===== config.mk =====
export PLATFORM = sky130hd
export DESIGN_NAME = liteic_master_node_read_flat
export DESIGN_NICKNAME = d
export VERILOG_FILES = /design/src/rtl/liteic_master_node_read_pkg.sv /design/src/rtl/liteic_master_node_read_if.sv /design/src/rtl/liteic_master_node_read_decoder.sv /design/src/rtl/liteic_master_node_read.sv /design/src/flat_wrapper.sv
export SDC_FILE = /design/constraint.sdc
export NUM_CORES = 1
export LEC_CHECK = 0
export ABC_AREA = 1
export ABC_CLOCK_PERIOD_IN_PS = 1500
export BUFFER_PORTS_ARGS = -buffer_cell sky130_fd_sc_hd__buf_2
export CELL_PAD_IN_SITES_DETAIL_PLACEMENT = 2
export CELL_PAD_IN_SITES_GLOBAL_PLACEMENT = 2
export CORE_MARGIN = 3
export CORE_UTILIZATION = 17
export CTS_BUF_LIST = sky130_fd_sc_hd__clkbuf_4
export DETAILED_ROUTE_END_ITERATION = 7
export GPL_ROUTABILITY_DRIVEN = 0
export MAX_ROUTING_LAYER = met4
export PLACE_DENSITY = 0.89
export SYNTH_ARGS = -nofsm -noshare
export SYNTH_HDL_FRONTEND = slang
export SYNTH_HIERARCHICAL = 1
export SYNTH_SLANG_ARGS = --single-unit

===== constraint.sdc =====
create_clock -name clk_i -period 1.5 [get_ports clk_i]
set_clock_uncertainty 0.05 [all_clocks]
set_input_delay 0.3 -clock clk_i [delete_from_list [all_inputs] [get_ports clk_i]]
set_output_delay 0.3 -clock clk_i [all_outputs]
set_load 0.1 [all_outputs]

===== src/rtl/liteic_master_node_read_pkg.sv =====
// Shared types, widths and the slave address map for the liteic read path.
package liteic_pkg;

  localparam int unsigned IC_ARADDR_WIDTH    = 32;
  localparam int unsigned IC_RDATA_WIDTH     = 34;  // {r_data[31:0], r_resp[1:0]}
  localparam int unsigned IC_NUM_SLAVE_SLOTS = 4;

  // Slave 3 covers the whole 0x1xxx_xxxx window and overlaps slave 1.
  localparam logic [IC_ARADDR_WIDTH-1:0] IC_SLV_BASE [IC_NUM_SLAVE_SLOTS] = '{
    32'h0000_0000, 32'h1000_0000, 32'h2000_0000, 32'h1000_0000
  };
  localparam logic [IC_ARADDR_WIDTH-1:0] IC_SLV_MASK [IC_NUM_SLAVE_SLOTS] = '{
    32'hFFFF_0000, 32'hFFFF_0000, 32'hF000_0000, 32'hF000_0000
  };

  typedef enum logic [1:0] {
    OKAY   = 2'd0,
    EXOKAY = 2'd1,
    SLVERR = 2'd2,
    DECERR = 2'd3
  } axi_resp_e;

  typedef enum logic [1:0] {
    ST_IDLE = 2'd0,
    ST_REQ  = 2'd1,
    ST_RESP = 2'd2,
    ST_ERR  = 2'd3
  } ic_rd_state_e;

endpackage


===== src/rtl/liteic_master_node_read_if.sv =====
// Bus bundle between an upstream read master, the read node and the crossbar slaves.
interface liteic_master_node_read_if
  import liteic_pkg::*;
#(
  parameter int unsigned NUM_SLV = IC_NUM_SLAVE_SLOTS
);

  // Every channel: a transfer happens on a rising clk edge where valid and ready
  // are both 1; the source keeps payload stable while valid waits for ready.
  logic [IC_ARADDR_WIDTH-1:0] mst_ar_addr_i;
  logic [3:0]                 mst_ar_qos_i;
  logic                       mst_ar_valid_i;
  logic                       mst_ar_ready_o;
  logic [IC_RDATA_WIDTH-3:0]  mst_r_data_o;
  logic [1:0]                 mst_r_resp_o;
  logic                       mst_r_valid_o;
  logic                       mst_r_ready_i;
  logic [IC_ARADDR_WIDTH-1:0] cbar_reqst_data_o;
  logic [3:0]                 cbar_reqst_arqos_o;
  logic [NUM_SLV-1:0]         cbar_reqst_val_o;
  logic [NUM_SLV-1:0]         cbar_reqst_rdy_i;
  logic [NUM_SLV-1:0]         cbar_resp_val_i;
  logic [NUM_SLV-1:0]         cbar_resp_rdy_o;
  logic [IC_RDATA_WIDTH-1:0]  cbar_resp_data_i [NUM_SLV];

  // slave: the read node itself; master: the upstream master plus crossbar side.
  modport slave (
    input  mst_ar_addr_i, mst_ar_qos_i, mst_ar_valid_i, mst_r_ready_i,
           cbar_reqst_rdy_i, cbar_resp_val_i, cbar_resp_data_i,
    output mst_ar_ready_o, mst_r_data_o, mst_r_resp_o, mst_r_valid_o,
           cbar_reqst_data_o, cbar_reqst_arqos_o, cbar_reqst_val_o, cbar_resp_rdy_o
  );

  modport master (
    output mst_ar_addr_i, mst_ar_qos_i, mst_ar_valid_i, mst_r_ready_i,
           cbar_reqst_rdy_i, cbar_resp_val_i, cbar_resp_data_i,
    input  mst_ar_ready_o, mst_r_data_o, mst_r_resp_o, mst_r_valid_o,
           cbar_reqst_data_o, cbar_reqst_arqos_o, cbar_reqst_val_o, cbar_resp_rdy_o
  );

endinterface


===== src/rtl/liteic_master_node_read_decoder.sv =====
// Combinational address decoder: onehot slave select, lowest matching slot wins.
module liteic_addr_decoder
  import liteic_pkg::*;
#(
  parameter int unsigned NUM_SLV = IC_NUM_SLAVE_SLOTS
) (
  input  logic [IC_ARADDR_WIDTH-1:0] addr,
  output logic [NUM_SLV-1:0]         sel,
  output logic                       hit
);

  always_comb begin
    sel = '0;
    hit = 1'b0;
    for (int s = 0; s < NUM_SLV; s++) begin
      if (!hit && ((addr & IC_SLV_MASK[s]) == IC_SLV_BASE[s])) begin
        sel[s] = 1'b1;
        hit    = 1'b1;
      end
    end
  end

endmodule


===== src/rtl/liteic_master_node_read.sv =====
// Single-outstanding read node: decodes AR, forwards it to one crossbar slave, returns R.
// Optional request timeout is built when LITEIC_RD_TIMEOUT_EN is defined.
module liteic_master_node_read
  import liteic_pkg::*;
#(
  parameter int unsigned NUM_SLV        = IC_NUM_SLAVE_SLOTS,
  parameter int unsigned TIMEOUT_CYCLES = 256
) (
  input  logic                      clk_i,
  input  logic                      rst_i,
  liteic_master_node_read_if.slave  bus,
  output ic_rd_state_e              dbg_state_o
);

  ic_rd_state_e               state_q;
  logic [IC_ARADDR_WIDTH-1:0] addr_q;
  logic [3:0]                 qos_q;
  logic [NUM_SLV-1:0]         sel_q;
  logic [NUM_SLV-1:0]         reqst_val_q;
  logic                       ar_ready_q;
  axi_resp_e                  err_resp_q;

  logic [NUM_SLV-1:0]         dec_sel;
  logic                       dec_hit;
  logic                       req_rdy;
  logic                       resp_val;
  logic [IC_RDATA_WIDTH-1:0]  resp_data;
  logic                       to_expired;

  liteic_addr_decoder #(.NUM_SLV(NUM_SLV)) u_dec (
    .addr (bus.mst_ar_addr_i),
    .sel  (dec_sel),
    .hit  (dec_hit)
  );

  // Only the selected slave's handshake bits are ever looked at.
  assign req_rdy  = |(bus.cbar_reqst_rdy_i & sel_q);
  assign resp_val = |(bus.cbar_resp_val_i & sel_q);

  always_comb begin
    resp_data = '0;
    for (int s = 0; s < NUM_SLV; s++) begin
      if (sel_q[s]) resp_data = resp_data | bus.cbar_resp_data_i[s];
    end
  end

`ifdef LITEIC_RD_TIMEOUT_EN
  localparam int unsigned TO_W = (TIMEOUT_CYCLES > 2) ? $clog2(TIMEOUT_CYCLES) : 1;
  logic [TO_W-1:0] to_cnt_q;

  assign to_expired = (to_cnt_q == TO_W'(TIMEOUT_CYCLES - 1));

  always_ff @(posedge clk_i or posedge rst_i) begin
    if (rst_i) begin
      to_cnt_q <= '0;
    end else if (state_q == ST_IDLE) begin
      to_cnt_q <= '0;
    end else if (state_q == ST_REQ) begin
      to_cnt_q <= to_cnt_q + 1'b1;
    end
  end
`else
  logic unused_timeout;
  assign unused_timeout = ^32'(TIMEOUT_CYCLES);
  assign to_expired     = 1'b0;
`endif

  always_ff @(posedge clk_i or posedge rst_i) begin
    if (rst_i) begin
      state_q     <= ST_IDLE;
      addr_q      <= '0;
      qos_q       <= '0;
      sel_q       <= '0;
      reqst_val_q <= '0;
      ar_ready_q  <= 1'b0;
      err_resp_q  <= OKAY;
    end else begin
      case (state_q)
        ST_IDLE: begin
          ar_ready_q <= 1'b1;
          if (ar_ready_q && bus.mst_ar_valid_i) begin
            ar_ready_q <= 1'b0;
            addr_q     <= bus.mst_ar_addr_i;
            qos_q      <= bus.mst_ar_qos_i;
            sel_q      <= dec_sel;
            if (dec_hit) begin
              state_q     <= ST_REQ;
              reqst_val_q <= dec_sel;
            end else begin
              state_q    <= ST_ERR;
              err_resp_q <= DECERR;
            end
          end
        end
        ST_REQ: begin
          if (req_rdy) begin
            state_q     <= ST_RESP;
            reqst_val_q <= '0;
          end else if (to_expired) begin
            state_q     <= ST_ERR;
            reqst_val_q <= '0;
            err_resp_q  <= SLVERR;
          end
        end
        ST_RESP: begin
          if (resp_val && bus.mst_r_ready_i) begin
            state_q    <= ST_IDLE;
            ar_ready_q <= 1'b1;
          end
        end
        ST_ERR: begin
          if (bus.mst_r_ready_i) begin
            state_q    <= ST_IDLE;
            ar_ready_q <= 1'b1;
          end
        end
        default: state_q <= ST_IDLE;
      endcase
    end
  end

  assign bus.mst_ar_ready_o     = ar_ready_q;
  assign bus.cbar_reqst_val_o   = reqst_val_q;
  assign bus.cbar_reqst_data_o  = (state_q == ST_REQ) ? addr_q : '0;
  assign bus.cbar_reqst_arqos_o = (state_q == ST_REQ) ? qos_q : '0;
  assign dbg_state_o            = state_q;

  // The R channel is a straight mux of the selected slave while in RESP.
  always_comb begin
    bus.mst_r_valid_o   = 1'b0;
    bus.mst_r_data_o    = '0;
    bus.mst_r_resp_o    = '0;
    bus.cbar_resp_rdy_o = '0;
    case (state_q)
      ST_RESP: begin
        bus.mst_r_valid_o                    = resp_val;
        {bus.mst_r_data_o, bus.mst_r_resp_o} = resp_data;
        bus.cbar_resp_rdy_o                  = bus.mst_r_ready_i ? sel_q : '0;
      end
      ST_ERR: begin
        bus.mst_r_valid_o = 1'b1;
        bus.mst_r_resp_o  = err_resp_q;
      end
      default: ;
    endcase
  end

endmodule

===== src/flat_wrapper.sv =====
// flat-port wrapper written by rule: the top's interface ports become plain ports
module liteic_master_node_read_flat import liteic_pkg::*;
#(
  parameter int unsigned NUM_SLV        = IC_NUM_SLAVE_SLOTS,
  parameter int unsigned TIMEOUT_CYCLES = 256
)
  (clk_i, rst_i, dbg_state_o, bus_mst_ar_addr_i, bus_mst_ar_qos_i, bus_mst_ar_valid_i, bus_mst_r_ready_i, bus_cbar_reqst_rdy_i, bus_cbar_resp_val_i, bus_cbar_resp_data_i, bus_mst_ar_ready_o, bus_mst_r_data_o, bus_mst_r_resp_o, bus_mst_r_valid_o, bus_cbar_reqst_data_o, bus_cbar_reqst_arqos_o, bus_cbar_reqst_val_o, bus_cbar_resp_rdy_o);
  liteic_master_node_read_if #(.NUM_SLV(NUM_SLV)) bus_i ();
  input  logic clk_i;
  input  logic rst_i;
  output ic_rd_state_e dbg_state_o;
  input wire logic [$bits(bus_i.mst_ar_addr_i)-1:0] bus_mst_ar_addr_i;
  input wire logic [$bits(bus_i.mst_ar_qos_i)-1:0] bus_mst_ar_qos_i;
  input wire logic [$bits(bus_i.mst_ar_valid_i)-1:0] bus_mst_ar_valid_i;
  input wire logic [$bits(bus_i.mst_r_ready_i)-1:0] bus_mst_r_ready_i;
  input wire logic [$bits(bus_i.cbar_reqst_rdy_i)-1:0] bus_cbar_reqst_rdy_i;
  input wire logic [$bits(bus_i.cbar_resp_val_i)-1:0] bus_cbar_resp_val_i;
  input wire logic [$bits(bus_i.cbar_resp_data_i)-1:0] bus_cbar_resp_data_i;
  output wire logic [$bits(bus_i.mst_ar_ready_o)-1:0] bus_mst_ar_ready_o;
  output wire logic [$bits(bus_i.mst_r_data_o)-1:0] bus_mst_r_data_o;
  output wire logic [$bits(bus_i.mst_r_resp_o)-1:0] bus_mst_r_resp_o;
  output wire logic [$bits(bus_i.mst_r_valid_o)-1:0] bus_mst_r_valid_o;
  output wire logic [$bits(bus_i.cbar_reqst_data_o)-1:0] bus_cbar_reqst_data_o;
  output wire logic [$bits(bus_i.cbar_reqst_arqos_o)-1:0] bus_cbar_reqst_arqos_o;
  output wire logic [$bits(bus_i.cbar_reqst_val_o)-1:0] bus_cbar_reqst_val_o;
  output wire logic [$bits(bus_i.cbar_resp_rdy_o)-1:0] bus_cbar_resp_rdy_o;
  assign bus_i.mst_ar_addr_i = bus_mst_ar_addr_i;
  assign bus_i.mst_ar_qos_i = bus_mst_ar_qos_i;
  assign bus_i.mst_ar_valid_i = bus_mst_ar_valid_i;
  assign bus_i.mst_r_ready_i = bus_mst_r_ready_i;
  assign bus_i.cbar_reqst_rdy_i = bus_cbar_reqst_rdy_i;
  assign bus_i.cbar_resp_val_i = bus_cbar_resp_val_i;
  assign bus_i.cbar_resp_data_i = {>>{bus_cbar_resp_data_i}};
  assign bus_mst_ar_ready_o = bus_i.mst_ar_ready_o;
  assign bus_mst_r_data_o = bus_i.mst_r_data_o;
  assign bus_mst_r_resp_o = bus_i.mst_r_resp_o;
  assign bus_mst_r_valid_o = bus_i.mst_r_valid_o;
  assign bus_cbar_reqst_data_o = bus_i.cbar_reqst_data_o;
  assign bus_cbar_reqst_arqos_o = bus_i.cbar_reqst_arqos_o;
  assign bus_cbar_reqst_val_o = bus_i.cbar_reqst_val_o;
  assign bus_cbar_resp_rdy_o = bus_i.cbar_resp_rdy_o;
  liteic_master_node_read #(.NUM_SLV(NUM_SLV), .TIMEOUT_CYCLES(TIMEOUT_CYCLES)) u_core (.clk_i(clk_i), .rst_i(rst_i), .bus(bus_i), .dbg_state_o(dbg_state_o));
endmodule

==> metrics.txt, run 1 <==
outcome complete, but fails checks; failing checks setup timing; DIE HEIGHT 145 um; WHS roughly 0.071 ns; Cell Rows 50; Synth warnings 6; fraction of layout cells with a size suffix above 1 between 60% and 70%; DRT Pass-1 Iters 4; Crit. End Element output port; Synth cell types 23; fin nets 1004; worst-path fanout max 8; first-pass GRT wire length 37.0 mm; setup repair after global routing missed its margin yes; P&R area growth vs syn 171%; Slew Limit Fails 0; Synth Cell Area 3280 sq um; pin count of the biggest net entering global routing 34; crit path DAT 1.78 ns; crit path launch type flip-flop; Total GRT Usage 23.4%; number of global-route vias before repair 5787; syn_nets 678; full die area between 20000 and 25000 sq um; Mapped Cells 494; port buffer count 265; Worst-Margin Slew 0.466 ns; # DRC 0; Fin. Hold Viols 0; H-Tree Depth 2; most common cell after layout, fill and taps aside buf_2; CTS Buf Count 5; Clk Tree Root Cell clkbuf_4; syn_area_per_cell ~6.6 sq um; clock buffer depth 2; Crit path required time between 1 and 1.5 ns; initial DRC count ~120; fmax between 0.4 and 0.5 GHz; initial antenna violation count 1; Clock transition at path regs 0.16 ns; Via Count ~5000; crit path kind reg2out; Core Footprint 18800 sq um; Synth Register Bits 48; PnR worst setup slack -0.629 ns; Slew headroom 68.9%; period utilisation layout 142%; post-synthesis sequential area ratio 36.6%; fill cell count 1934; max-cap violations 0; final setup violation count 125; Post-DRT Antenna Nets 0; grt total ovfl 0; Top Ports 266; Hold Path Class in2reg; Initial Utilization 17.4%; clk_lat worst skew 0.38 ns; most frequent cells in the layout buf_2 (183), nand2_1 (147), buf_12 (101); HPWL Detailed 17.5 mm; Via density 4.50; wire per inst approximately 23 um; Die W 145 um; minimum clock period 2.13 ns; CTS tree done; Routed WL between 20 and 30 mm; Sink Count 48
## worst max-delay path, stage by stage, from the launching register on
cell and delay (ns):
dfrtp_4 0.54, inv_6 0.09, buf_12 0.11, nand2_8 0.13, buf_12 0.20, nor2_4 0.12, buf_12 0.19
## repair_timing
action	CTS	global route
setup endpoints to repair	125	125
pin swaps	14	24
setup buffers	16	7
hold buffers	1	0
gates resized for setup	140	66
endpoints found under the hold margin	12	0
cloned	14	2
## cells by family after synthesis
| group | share of synthesized area, % |
|---|---|
| simple gates | 33.5 |
| buf+inv | 12.3 |
| compound gates | 17.6 |
| flops | 36.6 |
## cell type report
class / instances / area, sq um / area share, %
well taps: 260 / 325 / 3.67
repair buffers: 350 / 3820 / 43.0
diodes: 1 / 2.50 / 0.0282
clock buffers: 6 / 45.0 / 0.507
inverters: 52 / 205 / 2.31
clock inverters: 2 / 11.3 / 0.127
multi-input cells: 363 / 3250 / 36.7
flip-flops and latches: 48 / 1210 / 13.7
## through the flow
stage / cells / instance area [sq um] / setup WS (ns) / TNS [ns] / utilization (%)
after global routing: 1082 / 8880 / -0.697 / -60.60 / 47.1
final: 1082 / 8880 / -0.629 / -52.23 / 47.1
after CTS: 1077 / 8550 / -0.647 / -52.32 / 45.4
after global placement: 1039 / 7460 / -0.260 / -9.18 / 39.6
after detailed placement: 1039 / 7460 / -0.310 / -11.70 / 39.6
after floorplan: 494 / 4260 / -0.770 / -40.21 / -
## synthesized netlist by cell type
library cell  instances  area [sq um]
o21ai_0               4          20.0
a21oi_1              42           210
inv_2                 3          11.3
a22o_1                4          35.0
nand2_1             168           631
inv_1                49           184
a41oi_2               1          16.3
nand4_1               1          6.26
a41oi_1              31           272
dfrtp_1              48          1200
buf_2                11          55.1
nor2_2                4          25.0
nand3_1               6          30.0
nor3_1                4          20.0
nand2_2               3          18.8
o311ai_0              1          8.76
clkbuf_1              8          30.0
nor2_1               89           334
o21bai_1              2          15.0
buf_6                 9           101
buf_4                 3          22.5
nor2_4                2          22.5
nand2_4               1          11.3
## flip-flops by register name, indices dropped and copies added, names as in the netlist
| register | flops |
|---|---|
| u_core/addr_q | 32 |
| u_core/bus.cbar_reqst_val_o | 4 |
| u_core/bus.mst_ar_ready_o | 1 |
| u_core/dbg_state_o | 2 |
| u_core/err_resp_q | 1 |
| u_core/qos_q | 4 |
| u_core/sel_q | 4 |
## layer usage
| layer | GRT usage, % | vias up | part of all wire (%) |
|---|---|---|---|
| li1 | - | 2239 | - |
| met1 | 24.0 | 2415 | 35 |
| met2 | 46.8 | 195 | 58 |
| met3 | 4.81 | 20 | 5.5 |
| met4 | 3.04 | 0 | 1.4 |
| met5 | - | - | 0 |
## worst paths after layout
path | slack, ns | endpoint | cells after the start | start
min in group asynchronous | 0.39 | u_core/addr_q[13] | 3 | rst_i
hold reg to reg | 0.50 | u_core/bus.mst_ar_ready_o | 2 | u_core/bus.mst_ar_ready_o
setup reg to reg | -0.23 | u_core/addr_q[22] | 8 | u_core/dbg_state_o[1]
hold / removal | 0.07 | u_core/dbg_state_o[0] | 2 | bus_mst_r_ready_i
max in group asynchronous | 0.54 | u_core/qos_q[2] | 4 | rst_i
setup / recovery | -0.63 | bus_cbar_reqst_data_o[4] | 6 | u_core/dbg_state_o[1]
Power of run 1 is not shown: default switching activity piles up to over one toggle a cycle in this logic, so the estimate is an artifact.
==> run 2: changes to the inputs <==
--- a/config.mk
+++ b/config.mk
@@ -5,18 +5,19 @@
 export SDC_FILE = /design/constraint.sdc
 export NUM_CORES = 1
 export LEC_CHECK = 0
-export ABC_AREA = 1
 export ABC_CLOCK_PERIOD_IN_PS = 1500
 export BUFFER_PORTS_ARGS = -buffer_cell sky130_fd_sc_hd__buf_2
 export CELL_PAD_IN_SITES_DETAIL_PLACEMENT = 2
 export CELL_PAD_IN_SITES_GLOBAL_PLACEMENT = 2
 export CORE_MARGIN = 3
-export CORE_UTILIZATION = 17
+export CORE_UTILIZATION = 18
 export CTS_BUF_LIST = sky130_fd_sc_hd__clkbuf_4
 export DETAILED_ROUTE_END_ITERATION = 7
 export GPL_ROUTABILITY_DRIVEN = 0
+export GPL_TIMING_DRIVEN = 1
 export MAX_ROUTING_LAYER = met4
-export PLACE_DENSITY = 0.89
+export PLACE_DENSITY = 0.88
+export SKIP_LAST_GASP = 1
 export SYNTH_ARGS = -nofsm -noshare
 export SYNTH_HDL_FRONTEND = slang
 export SYNTH_HIERARCHICAL = 1
==> metrics.txt, run 2 <==
fill cell count 1635 (-15%); fraction of layout cells with a size suffix above 1 87.5% (+20 points); design area 8040 sq um (-9.4%); Post-synth top flop dfrtp_1; Crit path required time 1.15 ns (about the same); period utilisation layout 149% (+6.8 points); crit path kind reg2out; number of synthesized flops with an enable pin 0 (unchanged); grt total ovfl 0 (unchanged); most frequent cells in the layout buf_2 (183), buf_12 (105), a22oi_2 (66); most common cell after layout, fill and taps aside buf_2; switching power 0.00774 W; Cell Area, Placed 6780 sq um (-9.1%); max-cap violations 0 (unchanged); Core Footprint 16600 sq um (-12%); wire per inst 25.5 um (+9.3%); crit path DAT 1.88 ns (+0.10 ns); Sw Share 51.0%; Synth Register Bits 48 (unchanged); minimum clock period 2.23 ns (+0.102 ns); H-Tree Depth 2 (unchanged); Synth Cell Area 3080 sq um (-6.3%); setup TNS -67.20 ns (-14.97 ns); syn_nets 500 (-26%); CTS tree done; Mapped Cells 316 (-36%); Leak Pwr 3.29 nW; crit path launch type flip-flop; Sink Count 48 (unchanged); Slew Limit Fails 0 (unchanged); number of global-route vias before repair 4970 (-14%); DIE HEIGHT 137 um (-5.7%); Via Count 4166 (-14%); CTS Buf Count 5 (unchanged); syn_area_per_cell 9.73 sq um (+47%); Routed WL 22.1 mm (-12%); first-pass GRT wire length 31.2 mm (-16%); Clk Tree Root Cell clkbuf_4; Crit. End Element output port; initial DRC count 149 (+28%); Clock transition at path regs 0.18 ns (+0.02 ns); Slew headroom 53.2% (-16 points); failing checks setup timing; port buffer count 265 (unchanged); Reg with most FFs u_core/addr_q; WHS 0.0834 ns (+0.0124 ns); fin nets 829 (-17%); Via density 4.80 (+6.7%); P&R area growth vs syn 161%; Fin. Hold Viols 0 (unchanged); worst-path fanout max 5 (-3); initial antenna violation count 2 (+1); Cell Rows 47 (-6.0%); Die W 137 um (-5.7%); Top Ports 266 (unchanged); placed cell count 817 (-21%); asr flop ratio synth 100% (unchanged); HPWL Detailed 15.2 mm (-13%); worst vdd ir 1.13 mV; combinational share of power 79.9%; Clk pwr share 4.4%; Total GRT Usage 22.6% (-0.78 points); setup repair after global routing missed its margin yes; outcome complete, but fails checks; Synth top area share 39.1% (+2.4 points); count leader, synth a22oi_1; # DRC 0 (unchanged); Hold Path Class in2reg; pin count of the biggest net entering global routing 32 (-5.9%); Power Total 0.0152 W; Post-DRT Antenna Nets 0 (unchanged); Synth cell types 31 (+35%); Synth area leaders dfrtp_1 (39%), a22oi_1 (16%), mux2_2 (15%); Seq pwr share approximately 16%; Pwr Density 1890 nW/um^2; non-filler instance count after layout 868 (-20%); Internal Power 0.00744 W; Synth warnings 6 (unchanged); post-synthesis sequential area ratio 39.1% (+2.4 points); full die area 18700 sq um (-11%); Synth area leader dfrtp_1; DRT Pass-1 Iters 4 (unchanged); PnR worst setup slack -0.731 ns (-0.102 ns); clock buffer depth 2 (unchanged); final setup violation count 125 (unchanged); synth cell count leaders a22oi_1 (66), dfrtp_1 (48), mux2_2 (40), a21oi_1 (39), and2_1 (36); Worst-Margin Slew 0.694 ns (+0.229 ns); fmax 0.448 GHz (-4.6%); clk_lat worst skew 0.40 ns (+0.02 ns); number of flip-flops in the largest register 32 (unchanged); Initial Utilization 18.5% (+1.1 points)
-- run 2: cell count changes after synthesis, sizes merged, moves of 4 or more --
cell / change
buf: -10
nand2: -166
a22o: -4
a41oi: -32
inv: -47
clkbuf: +9
and2: +36
a22oi: +66
nor2: -85
and3: +5
mux2: +40
-- run 2: metrics by stage --
stage	util (%)	setup slack, ns
finish	48.3	-0.731
global route	48.3	-0.782
CTS	47.4	-0.671
detailed placement	40.7	-0.404
global placement	40.7	-0.330
floorplan	-	-0.524
-- run 2: area by class of cell --
class	instances	area, sq um	area share, %
inverter	5	26.3	0.327
multi-input combinational	233	2800	34.8
sequential	48	1210	15.1
antenna	2	5.00	0.0623
tap	220	275	3.42
timing repair buffer	352	3670	45.6
clock buffer	6	45.0	0.560
clock inverter	2	7.51	0.0934
-- run 2: logic make-up after synthesis --
kind of cell | Yosys count | synth area share [%]
AOI/OAI and AO/OA | 123 | 27.6
muxes | 40 | 14.6
and+or+nand+nor | 70 | 13.5
buffers and inverters | 35 | 5.21
DFF | 48 | 39.1
-- run 2: power groups by stage --
stage	registers, W	clock network, W	logic [W]
finish	0.00238	0.000668	0.0121
global route	0.00247	0.000724	0.0125
CTS	0.00235	0.000653	0.0119
detailed placement	0.00237	0	0.00993
global placement	0.00227	0	0.00959
floorplan	0.00266	0	0.00602
-- run 2: path summary, 6_finish.rpt --
kind	startpoint	end	slack [ns]	cells past startpoint
worst max-delay path	u_core/dbg_state_o[1]	bus_cbar_reqst_data_o[27]	-0.73	5
worst min-delay path	bus_mst_ar_qos_i[0]	u_core/qos_q[0]	0.08	2
worst max register to register	u_core/sel_q[0]	u_core/bus.cbar_reqst_val_o[0]	-0.49	8
worst min register to register	u_core/err_resp_q[0]	u_core/err_resp_q[0]	0.46	1
max in group asynchronous	rst_i	u_core/bus.mst_ar_ready_o	0.46	4
min in group asynchronous	rst_i	u_core/addr_q[12]	0.41	3
-- run 2: routing by layer --
metal / GRT usage, % / routed length (um) / up-vias
li1: - / - / 1854
met1: 23.4 / 7940 / 2095
met5: - / 0 / -
met3: 4.38 / 1380 / 28
met2: 43.8 / 12300 / 189
met4: 5.15 / 450 / 0
-- run 2: repair_timing --
action,4_1_cts,5_1_grt
endpoints found under the hold margin,17,0
pin swaps,21,14
resized for setup,124,57
hold buffers,1,0
setup endpoints to repair,125,125
buffers inserted,30,13
gates cloned,9,3
-- run 2: worst max-delay path: stages (launching register included) --
cell and delay, ns:
dfrtp_4 0.55, and2b_4 0.30, buf_12 0.14, clkbuf_16 0.15, and2_4 0.15, buf_12 0.17
Power figures use the tool's default switching activity.
==> run 3: changes to the inputs <==
==> constraint.sdc (replaced) <==
create_clock -name clk_i -period 1.5 [get_ports clk_i]
set_clock_uncertainty 0.05 [all_clocks]
set_input_delay 0.075 -clock clk_i [delete_from_list [all_inputs] [get_ports clk_i]]
set_output_delay 0.075 -clock clk_i [all_outputs]
set_load 0.1 [all_outputs]
==> metrics.txt, run 3 (synthesis results as in run 2) <==
outcome complete, but fails checks; failing checks setup timing; Top Ports 266 (unchanged); period utilisation layout 132% (-17 points); wire per inst 24.9 um (-2.0%); utilization after layout 48.1% (-0.23 points); Crit path required time 1.37 ns (+0.22 ns); pin count of the biggest net entering global routing 28 (-13%); Slew headroom 63.4% (+10 points); Hold Path Class in2reg; delay-heaviest family, CP buffers and inverters; Total GRT Usage 23.4% (+0.81 points); number of flip-flops in the largest register 32 (unchanged); most frequent cells in the layout buf_2 (186), buf_12 (92), dfrtp_1 (42); initial antenna violation count 2 (unchanged); minimum clock period 1.98 ns (-0.251 ns); Crit. End Element output port; P&R area growth vs syn 160%; crit path cell chain buf_6, buf_4, a22oi_1, a21oi_4, buf_12; Clk Tree Root Cell clkbuf_4; DIE HEIGHT 137 um (unchanged); Die W 137 um (unchanged); initial DRC count 84 (-44%); Via density 4.76 (-0.91%); CP Buf/Inv Count 3 (unchanged); Initial Utilization 18.5% (unchanged); crit path DAT 1.85 ns (-0.03 ns); Leak Pwr 3.29 nW (+0.14%); clk_lat worst skew 0.41 ns (about the same); Slew Limit Fails 0 (unchanged); crit path launch type flip-flop; port buffer count 265 (unchanged); fraction of layout cells with a size suffix above 1 77.8% (-9.7 points); WHS 0.143 ns (+0.0601 ns); Post-DRT Antenna Nets 0 (unchanged); # DRC 0 (unchanged); most common cell after layout, fill and taps aside buf_2; worst-path fanout max 11 (+6); Fin. Hold Viols 0 (unchanged); Core Footprint 16600 sq um (unchanged); Cell Rows 47 (unchanged); CP max-delay cell dfrtp_2; Routed WL 22.4 mm (+1.3%); HPWL Detailed 15.1 mm (-0.45%); Via Count 4266 (+2.4%); Worst-Margin Slew 0.548 ns (-0.146 ns); Pwr Density 1850 nW/um^2 (-2.2%); Clock transition at path regs 0.18 ns (about the same); CTS Buf Count 5 (unchanged); final setup violation count 124 (-0.80%); Sink Count 48 (unchanged); fmax 0.505 GHz (+13%); grt total ovfl 0 (unchanged); first-pass GRT wire length 31.9 mm (+2.4%); number of global-route vias before repair 5092 (+2.5%); worst vdd ir 0.896 mV (-21%); H-Tree Depth 2 (unchanged); PnR worst setup slack -0.480 ns (+0.251 ns); Reg with most FFs u_core/addr_q; max-cap violations 0 (unchanged); crit-path max cell delay 0.48 ns (-0.07 ns); crit path kind reg2out; setup TNS -47.19 ns (+20.01 ns); full die area 18700 sq um (unchanged); fin nets 858 (+3.5%); setup repair after global routing missed its margin yes; clock buffer depth 2 (unchanged); CTS tree done; DRT Pass-1 Iters 4 (unchanged)
run 3: changes by cell type in the layout (fill, tap and decap cells not counted), sizes merged:
| cell | previous run | this run |
|---|---|---|
| dlygate4sd3 | 1 | 38 |
| clkbuf | 8 | 9 |
| buf | 349 | 339 |
| inv | 5 | 6 |
run 3: area by class of cell:
| type | instances | area (sq um) |
|---|---|---|
| inverter | 5 | 28.8 |
| clock inverter | 3 | 17.5 |
| antenna | 2 | 5.00 |
| clock buffer | 5 | 37.5 |
| tap | 220 | 275 |
| timing repair buffer | 381 | 3860 |
| multi-input combinational | 233 | 2570 |
| sequential | 48 | 1210 |
| fill | 1642 | 8640 |
run 3: final timing paths:
path                                        from                              to  slack, ns  depth (start not counted)
max                              u_core/sel_q[2]            bus_mst_r_data_o[16]      -0.48                          5
min                        bus_mst_ar_addr_i[29]                 u_core/sel_q[0]       0.14                          3
max reg2reg                u_core/dbg_state_o[0]  u_core/bus.cbar_reqst_val_o[1]      -0.48                          9
min reg2reg                     u_core/addr_q[6]                u_core/addr_q[6]       0.48                          1
max in group asynchronous                  rst_i           u_core/dbg_state_o[1]       0.54                          4
min in group asynchronous                  rst_i               u_core/addr_q[20]       0.25                          3
run 3: where the power goes:
group | total (W) | switching, W | internal [W]
logic | 0.0118 | 0.00668 | 0.00510
clock network | 0.000661 | 0.000479 | 0.000182
registers | 0.00234 | 0.000443 | 0.00190
run 3: timing repair:
action | 4_1_cts | 5_1_grt
gates cloned | 11 | 2
setup endpoints to repair | 121 | 127
pin swaps | 21 | 12
hold buffers | 38 | 0
hold endpoints to repair | 58 | 0
setup buffers | 28 | 11
gates resized for setup | 86 | 85
run 3: metrics by stage:
step	cell area, sq um	std cells	total power [W]	setup WS, ns
final	8000	897	0.0148	-0.480
after global routing	8000	897	0.0153	-0.600
after CTS	7850	895	0.0144	-0.521
after floorplan	3630	316	0.00839	-0.362
after global placement	6550	810	0.0115	-0.166
after detailed placement	6550	810	0.0118	-0.240
run 3: metal layers:
metal	vias up	routed length (um)	GRT usage, %
met5	-	0	-
li1	1906	-	-
met1	2113	7700	22.8
met2	200	12500	46.0
met4	0	650	6.27
met3	47	1510	5.48
run 3: worst min-delay path, stage by stage:
cell and delay [ns]:
buf_2 0.14, nor3_2 0.07, mux2_4 0.25
